$ cat config.mk
export PLATFORM = sky130hd
export DESIGN_NAME = exc_collect
export DESIGN_NICKNAME = d
export VERILOG_FILES = /design/src/rtl/exc_collect.sv
export SDC_FILE = /design/constraint.sdc
export NUM_CORES = 1
export LEC_CHECK = 0
export BUFFER_PORTS_ARGS = -buffer_cell sky130_fd_sc_hd__buf_2
export CAP_MARGIN = 20
export CORE_UTILIZATION = 40
export CTS_CLUSTER_SIZE = 14
export DETAILED_ROUTE_END_ITERATION = 12
export PLACE_DENSITY_LB_ADDON = 0.12
export SKIP_LAST_GASP = 1
export SYNTH_ARGS = -nofsm -noshare
export SYNTH_HDL_FRONTEND = slang
export SYNTH_SLANG_ARGS = --single-unit
$ cat constraint.sdc
create_clock -name clk -period 2.15 [get_ports clk]
set_input_delay 0.1075 -clock clk [delete_from_list [all_inputs] [get_ports clk]]
set_output_delay 0.1075 -clock clk [all_outputs]
set_load 0.01 [all_outputs]
$ cat src/rtl/exc_collect.sv
// exc_collect: exception collection and commit stage ahead of the CP0 register file.
//
// Carries one exception tag per instruction through the ID, EX and MEM stages.
// At the MEM boundary it commits one precise exception, interrupt or ERET.
// After a commit it flushes the pipeline and then redirects fetch.
//
// Optional macro:
//   EXC_INT_EN  when defined, int_req (masked by cp0_exl) is taken at the commit
//               point as ExcCode 0. When undefined, interrupts are ignored.
//
// Ports:
//   clk, rstn                        clock, synchronous active-low reset
//   stall                            holds the tag registers
//   if_valid/if_pc/if_adel           fetch-stage instruction and fetch address error
//   id_ri/id_sys/id_bp/id_eret       decode-stage exceptions and eret
//   id_in_ds                         decode-stage instruction is in a delay slot
//   ex_ov                            execute-stage overflow
//   mem_adel/mem_ades/mem_badvaddr   memory-stage address errors and faulting address
//   int_req, cp0_exl, epc_in         CP0 interrupt request, STATUS.EXL and EPC
//   exc_commit/eret_commit           one-cycle commit pulses to CP0
//   exc_code/exc_epc/exc_bd/exc_badvaddr   exception details, valid with exc_commit
//   flush                            kill IF..MEM
//   redirect_valid/redirect_pc       one-cycle fetch redirect
//   busy                             a commit is being processed
//
// state      | meaning
// -----------+---------------------------------------------------------
// S_IDLE     | tags flow through the pipeline; commit decision is made
// S_FLUSH    | flush held for FLUSH_CYCLES cycles; tags forced invalid
// S_REDIRECT | one-cycle redirect to EXC_VECTOR or the latched EPC

module exc_collect #(
   parameter logic [31:0] EXC_VECTOR   = 32'hBFC00380,
   parameter int unsigned FLUSH_CYCLES = 2
) (
   input  logic        clk,
   input  logic        rstn,
   input  logic        stall,
   input  logic        if_valid,
   input  logic [31:0] if_pc,
   input  logic        if_adel,
   input  logic        id_ri,
   input  logic        id_sys,
   input  logic        id_bp,
   input  logic        id_eret,
   input  logic        id_in_ds,
   input  logic        ex_ov,
   input  logic        mem_adel,
   input  logic        mem_ades,
   input  logic [31:0] mem_badvaddr,
   input  logic        int_req,
   input  logic        cp0_exl,
   input  logic [31:0] epc_in,
   output logic        exc_commit,
   output logic        eret_commit,
   output logic [4:0]  exc_code,
   output logic [31:0] exc_epc,
   output logic        exc_bd,
   output logic [31:0] exc_badvaddr,
   output logic        flush,
   output logic        redirect_valid,
   output logic [31:0] redirect_pc,
   output logic        busy
);

   typedef struct packed {
      logic        valid;
      logic [31:0] pc;
      logic        bd;
      logic        has_exc;
      logic [4:0]  code;
      logic [31:0] badvaddr;
      logic        eret;
   } tag_t;

   typedef enum logic [1:0] {
      S_IDLE     = 2'd0,
      S_FLUSH    = 2'd1,
      S_REDIRECT = 2'd2
   } state_t;

   localparam logic [3:0] FLUSH_LOAD = 4'(FLUSH_CYCLES - 1);

   tag_t   id_q, ex_q, mem_q;
   tag_t   id_d, ex_d, mem_d, mem_m;
   state_t state_q, state_d;
   logic [3:0]  cnt_q, cnt_d;
   logic [31:0] target_q;
   logic        int_take, exc_take, eret_take, commit, idle;

   logic        exc_commit_q, eret_commit_q, exc_bd_q;
   logic [4:0]  exc_code_q;
   logic [31:0] exc_epc_q, exc_badvaddr_q;

`ifdef EXC_INT_EN
   assign int_take = int_req & ~cp0_exl;
`else
   // Interrupt inputs are intentionally not consumed in this build.
   logic unused_int;
   assign unused_int = int_req ^ cp0_exl;
   assign int_take   = 1'b0;
`endif

   // Each stage merge only fills code/badvaddr when no earlier stage already did.
   always_comb begin
      id_d          = '0;
      id_d.valid    = if_valid;
      id_d.pc       = if_pc;
      if (if_adel) begin
         id_d.has_exc  = 1'b1;
         id_d.code     = 5'd4;
         id_d.badvaddr = if_pc;
      end

      ex_d      = id_q;
      ex_d.bd   = id_in_ds;
      ex_d.eret = id_eret;
      if (!id_q.has_exc && (id_ri || id_sys || id_bp)) begin
         ex_d.has_exc = 1'b1;
         ex_d.code    = id_ri ? 5'd10 : (id_sys ? 5'd8 : 5'd9);
      end

      mem_d = ex_q;
      if (!ex_q.has_exc && ex_ov) begin
         mem_d.has_exc = 1'b1;
         mem_d.code    = 5'd12;
      end

      mem_m = mem_q;
      if (!mem_q.has_exc && (mem_adel || mem_ades)) begin
         mem_m.has_exc  = 1'b1;
         mem_m.code     = mem_adel ? 5'd4 : 5'd5;
         mem_m.badvaddr = mem_badvaddr;
      end
   end

   assign idle      = (state_q == S_IDLE);
   assign exc_take  = idle & mem_m.valid & (int_take | mem_m.has_exc);
   assign eret_take = idle & mem_m.valid & ~int_take & ~mem_m.has_exc & mem_m.eret;
   assign commit    = exc_take | eret_take;

   always_ff @(posedge clk) begin
      if (!rstn || commit || !idle) begin
         id_q  <= '0;
         ex_q  <= '0;
         mem_q <= '0;
      end else if (!stall) begin
         id_q  <= id_d;
         ex_q  <= ex_d;
         mem_q <= mem_d;
      end
   end

   always_comb begin
      state_d = state_q;
      cnt_d   = cnt_q;
      case (state_q)
         S_IDLE: begin
            if (commit) begin
               state_d = S_FLUSH;
               cnt_d   = FLUSH_LOAD;
            end
         end
         S_FLUSH: begin
            if (cnt_q == 4'd0) state_d = S_REDIRECT;
            else               cnt_d   = cnt_q - 4'd1;
         end
         S_REDIRECT: state_d = S_IDLE;
         default:    state_d = S_IDLE;
      endcase
   end

   always_ff @(posedge clk) begin
      if (!rstn) begin
         state_q <= S_IDLE;
         cnt_q   <= 4'd0;
      end else begin
         state_q <= state_d;
         cnt_q   <= cnt_d;
      end
   end

   always_ff @(posedge clk) begin
      if (!rstn) begin
         exc_commit_q   <= 1'b0;
         eret_commit_q  <= 1'b0;
         exc_code_q     <= 5'd0;
         exc_epc_q      <= 32'd0;
         exc_bd_q       <= 1'b0;
         exc_badvaddr_q <= 32'd0;
         target_q       <= 32'd0;
      end else begin
         exc_commit_q  <= exc_take;
         eret_commit_q <= eret_take;
         if (exc_take) begin
            exc_code_q     <= int_take ? 5'd0 : mem_m.code;
            exc_epc_q      <= mem_m.bd ? (mem_m.pc - 32'd4) : mem_m.pc;
            exc_bd_q       <= mem_m.bd;
            exc_badvaddr_q <= mem_m.badvaddr;
            target_q       <= EXC_VECTOR;
         end else if (eret_take) begin
            target_q       <= epc_in;
         end
      end
   end

   assign exc_commit     = exc_commit_q;
   assign eret_commit    = eret_commit_q;
   assign exc_code       = exc_code_q;
   assign exc_epc        = exc_epc_q;
   assign exc_bd         = exc_bd_q;
   assign exc_badvaddr   = exc_badvaddr_q;
   assign flush          = (state_q == S_FLUSH);
   assign redirect_valid = (state_q == S_REDIRECT);
   assign redirect_pc    = redirect_valid ? target_q : 32'd0;
   assign busy           = ~idle;

endmodule

==> flow_summary.yaml <==
sta:
  finClkSkew_ns: 0.007200
  worst_pin_slew_ns: 0.8021
  fin_crit_sh_pct: 98.93
  final.setup.tns_ns: 0
  rsz0062_at_grt: "true"
  fin_crit_ns: 2.127
  hold_viol: 0
  hold_slack_ns: 0.03387
  slew_violations: 0
  layout_setup_ws_ns: 0.02307
  max_freq_mhz: 470.2
  setup_viol: 0
  slew_headroom_pct: 46.38
critical_path:
  arrival_ns: 2.56
  end_kind: "register"
  cp_common_cell: "or4_4"
  crit_chain: "or4_4 -> or4_4 -> or4_1 -> a31oi_1"
  critPathLaunch: "mem_m[48]"
  cp.required_ns: 2.58
  crit_path_start_kind: "register"
  cpMaxStageDelayCell: "or4_4"
  crit_path_max_incr_delay_ns: 0.58
  critPathKind: "register to register"
  reg2reg_from: "mem_m[48]"
  crit_path_max_fanout: 8
layout:
  regArea_um2: 6387
  nets: 1696
  area_growth_pct: 32.03
  multi_input_comb_area_um2: 5444
  final_util_pct: 53.98
  fill_cells: 2720
  drive_gt1_share_pct: 21.57
die:
  coreArea_um2: 29870
  rows: 63
  die-area_um2: 31240
  die_x_um: 176.7
  ioPinCount: 218
  start_util_pct: 40.88
  die_height_um: 176.7
synthesis:
  synth.distinct_cells: 48
  synth_flop_cell: "dfxtp_1"
  syn_nets: 1384
  ys_ff_latch: 319
  synth_top_cell_by_area: "dfxtp_1"
  syn_inst: 1271
  synthesis.area_um2: 12210
  synth_top_area_share_pct: 52.28
  ys_seq_area_share_pct: 52.28
  yosysWarnings: 0
  synth_edf_count: 0
  async_reset_ff_share_pct: 0
  syn_area_per_cell_um2: 9.610
  synthTopCellsByArea: "dfxtp_1 (52%), mux2i_1 (16%), nor2_1 (8.0%), clkbuf_1 (2.8%), a211oi_1 (2.2%)"
global_routing:
  grt_pass1_vias: 9330
  antenna_found_initial: 2
  grt_max_degree: 61
  grt-ovfl-total: 0
  grt_usage_pct: 19.46
  grt_pass1_wl_mm: 48.56
placed_design:
  dp_hpwl_mm: 20.86
  routabilityCongestion: 0.8207
  port_buffers: 214
  dp_slack_ns: -0.0005489
route:
  route.vias.total: 9882
  ant_nets: 0
  routed-wl-met2_mm: 14.53
  drt_iter0_drc: 446
  wl_met3_mm: 1.564
  drc: 0
  routed_via_density: 4.953
  top_layer_used: "met5"
  post_drt_wl_per_cell_um: 15.44
  wl_met1_mm: 14.22
  dr.pass1.iters: 5
  routed_wl_mm: 30.80
clocking:
  clk_pin_slew_ns: 0.06
  clock-sinks: 319
  cts_tree: "yes"
  root_buffer: "clkbuf_16"
  worstSkewPairLatency_ns: 0.50
  htree_levels: 2
  ctsLongestPathBuffers: 3
  numCtsBuffers: 36
status:
  status: "completed"
pwr:
  pwr_density_cell_nw_per_um2: 799.7
  ir_worst_vdd_v: 0.0005894
  power_leakage_nw: 7.063
min_path:
  hp-start: "mem_badvaddr[24]"
  hp-class: "input pin to register"
flow_run:
  cap_violations: 0
kinds of logic (layout without fill, tap and decap cells):
group                    count (synthesis)  in the layout  synth area share [%]
XOR/XNOR                                 9              9                0.6454
flip-flops                             319            319                 52.28
other                                    1              2               0.03070
AND/OR/NAND/NOR                        431            432                 16.03
multiplexers                           201            201                 16.47
buffers and inverters                  112            444                 3.606
adder cells (fa/ha/maj)                  2              2                0.2048
AO/OA/AOI/OAI                          196            196                 10.73
area by class of cell:
type	instances	area share, %
Sequential cell	319	39.61
Multi-Input combinational cell	841	33.76
Timing Repair Buffer	375	16.63
Clock buffer	54	6.572
Tap cell	390	3.026
Inverter	10	0.2328
Clock inverter	5	0.1552
Antenna cell	1	0.01552
cell usage after synthesis, types with 5 or more instances:
master and count:
or3_1 11, nor2_1 260, a221o_1 11, nand2_1 61
o21ai_0 32, nand3b_1 6, inv_1 10, o31ai_1 13
clkbuf_1 92, dfxtp_1 319, a211oi_1 35, mux2i_1 201
a21oi_1 39, or4_1 19, a22oi_1 33, xor2_1 6
a31oi_1 18, nor3_1 9, nand3_1 5, buf_1 6
and2_1 33
layout by cell type, fill, tap and decap left out, types with 11 or more instances in the layout:
master | netlist | layout
mux2i_1 | 201 | 201
a21oi_1 | 39 | 39
clkbuf_16 | 0 | 37
or3_1 | 11 | 11
a221o_1 | 11 | 11
buf_4 | 1 | 48
nand2_1 | 61 | 61
or4_1 | 19 | 15
and2_1 | 33 | 33
o21ai_0 | 32 | 32
o31ai_1 | 13 | 13
nor2_1 | 260 | 259
a31oi_1 | 18 | 18
buf_12 | 0 | 11
a22oi_1 | 33 | 33
a211oi_1 | 35 | 35
dlygate4sd3_1 | 0 | 102
buf_2 | 1 | 213
dfxtp_1 | 319 | 318
stage by stage:
stage / power [mW] / cell area, um2 / instances
finish: 12.90 / 16130 / 1995
detailed placement: 7.223 / 13980 / 1831
floorplan: 6.878 / 12220 / 1271
global route: 13.46 / 16130 / 1995
CTS: 13.09 / 16100 / 1993
global placement: 7.210 / 13980 / 1831
critical path, delay by kind of cell (launching register included):
family | cells | cell delay, ns
compound gates | 1 | 0.14
flops | 1 | 0.31
simple gates | 3 | 1.61
where the power goes:
part           switching (mW)  internal (mW)  total, mW
Clock                    2.27           3.38       5.65
Combinational           0.549          0.541       1.09
Sequential             0.0883           6.07       6.16
Total                    2.91           9.99       12.9
timing repair:
item / CTS / global route
hold buffers: 102 / 0
resized for setup: 0 / 5
cloned: 1 / 0
pin swaps: 2 / 4
buffers inserted: 0 / 1
endpoints found under the setup margin: 1 / 50
hold endpoints to repair: 136 / 0
state kept, by name, summed over array words and instances, names as in the netlist:
name / cells
mem_q: 37
exc_commit: 1
exc_bd: 1
id_q: 1
eret_commit: 1
ex_d: 65
exc_badvaddr: 32
target_q: 32
mem_m: 35
state_q: 2
exc_epc: 32
exc_code: 4
ex_q: 72
cnt_q: 4
per-layer routing:
| metal | vias up | GRT usage (%) |
|---|---|---|
| li1 | 5061 | - |
| met1 | 4567 | 24.91 |
| met2 | 216 | 33.43 |
| met3 | 36 | 4.059 |
| met4 | 2 | 4.310 |
| met5 | - | 0 |
final timing paths:
kind,to,slack (ns),cells past startpoint
hold / removal,exc_badvaddr[24],0.03,3
hold reg to reg,target_q[17],0.45,2
setup reg to reg,exc_epc[25],0.02,4
setup / recovery,exc_epc[25],0.02,4
Power figures use the tool's default switching activity.
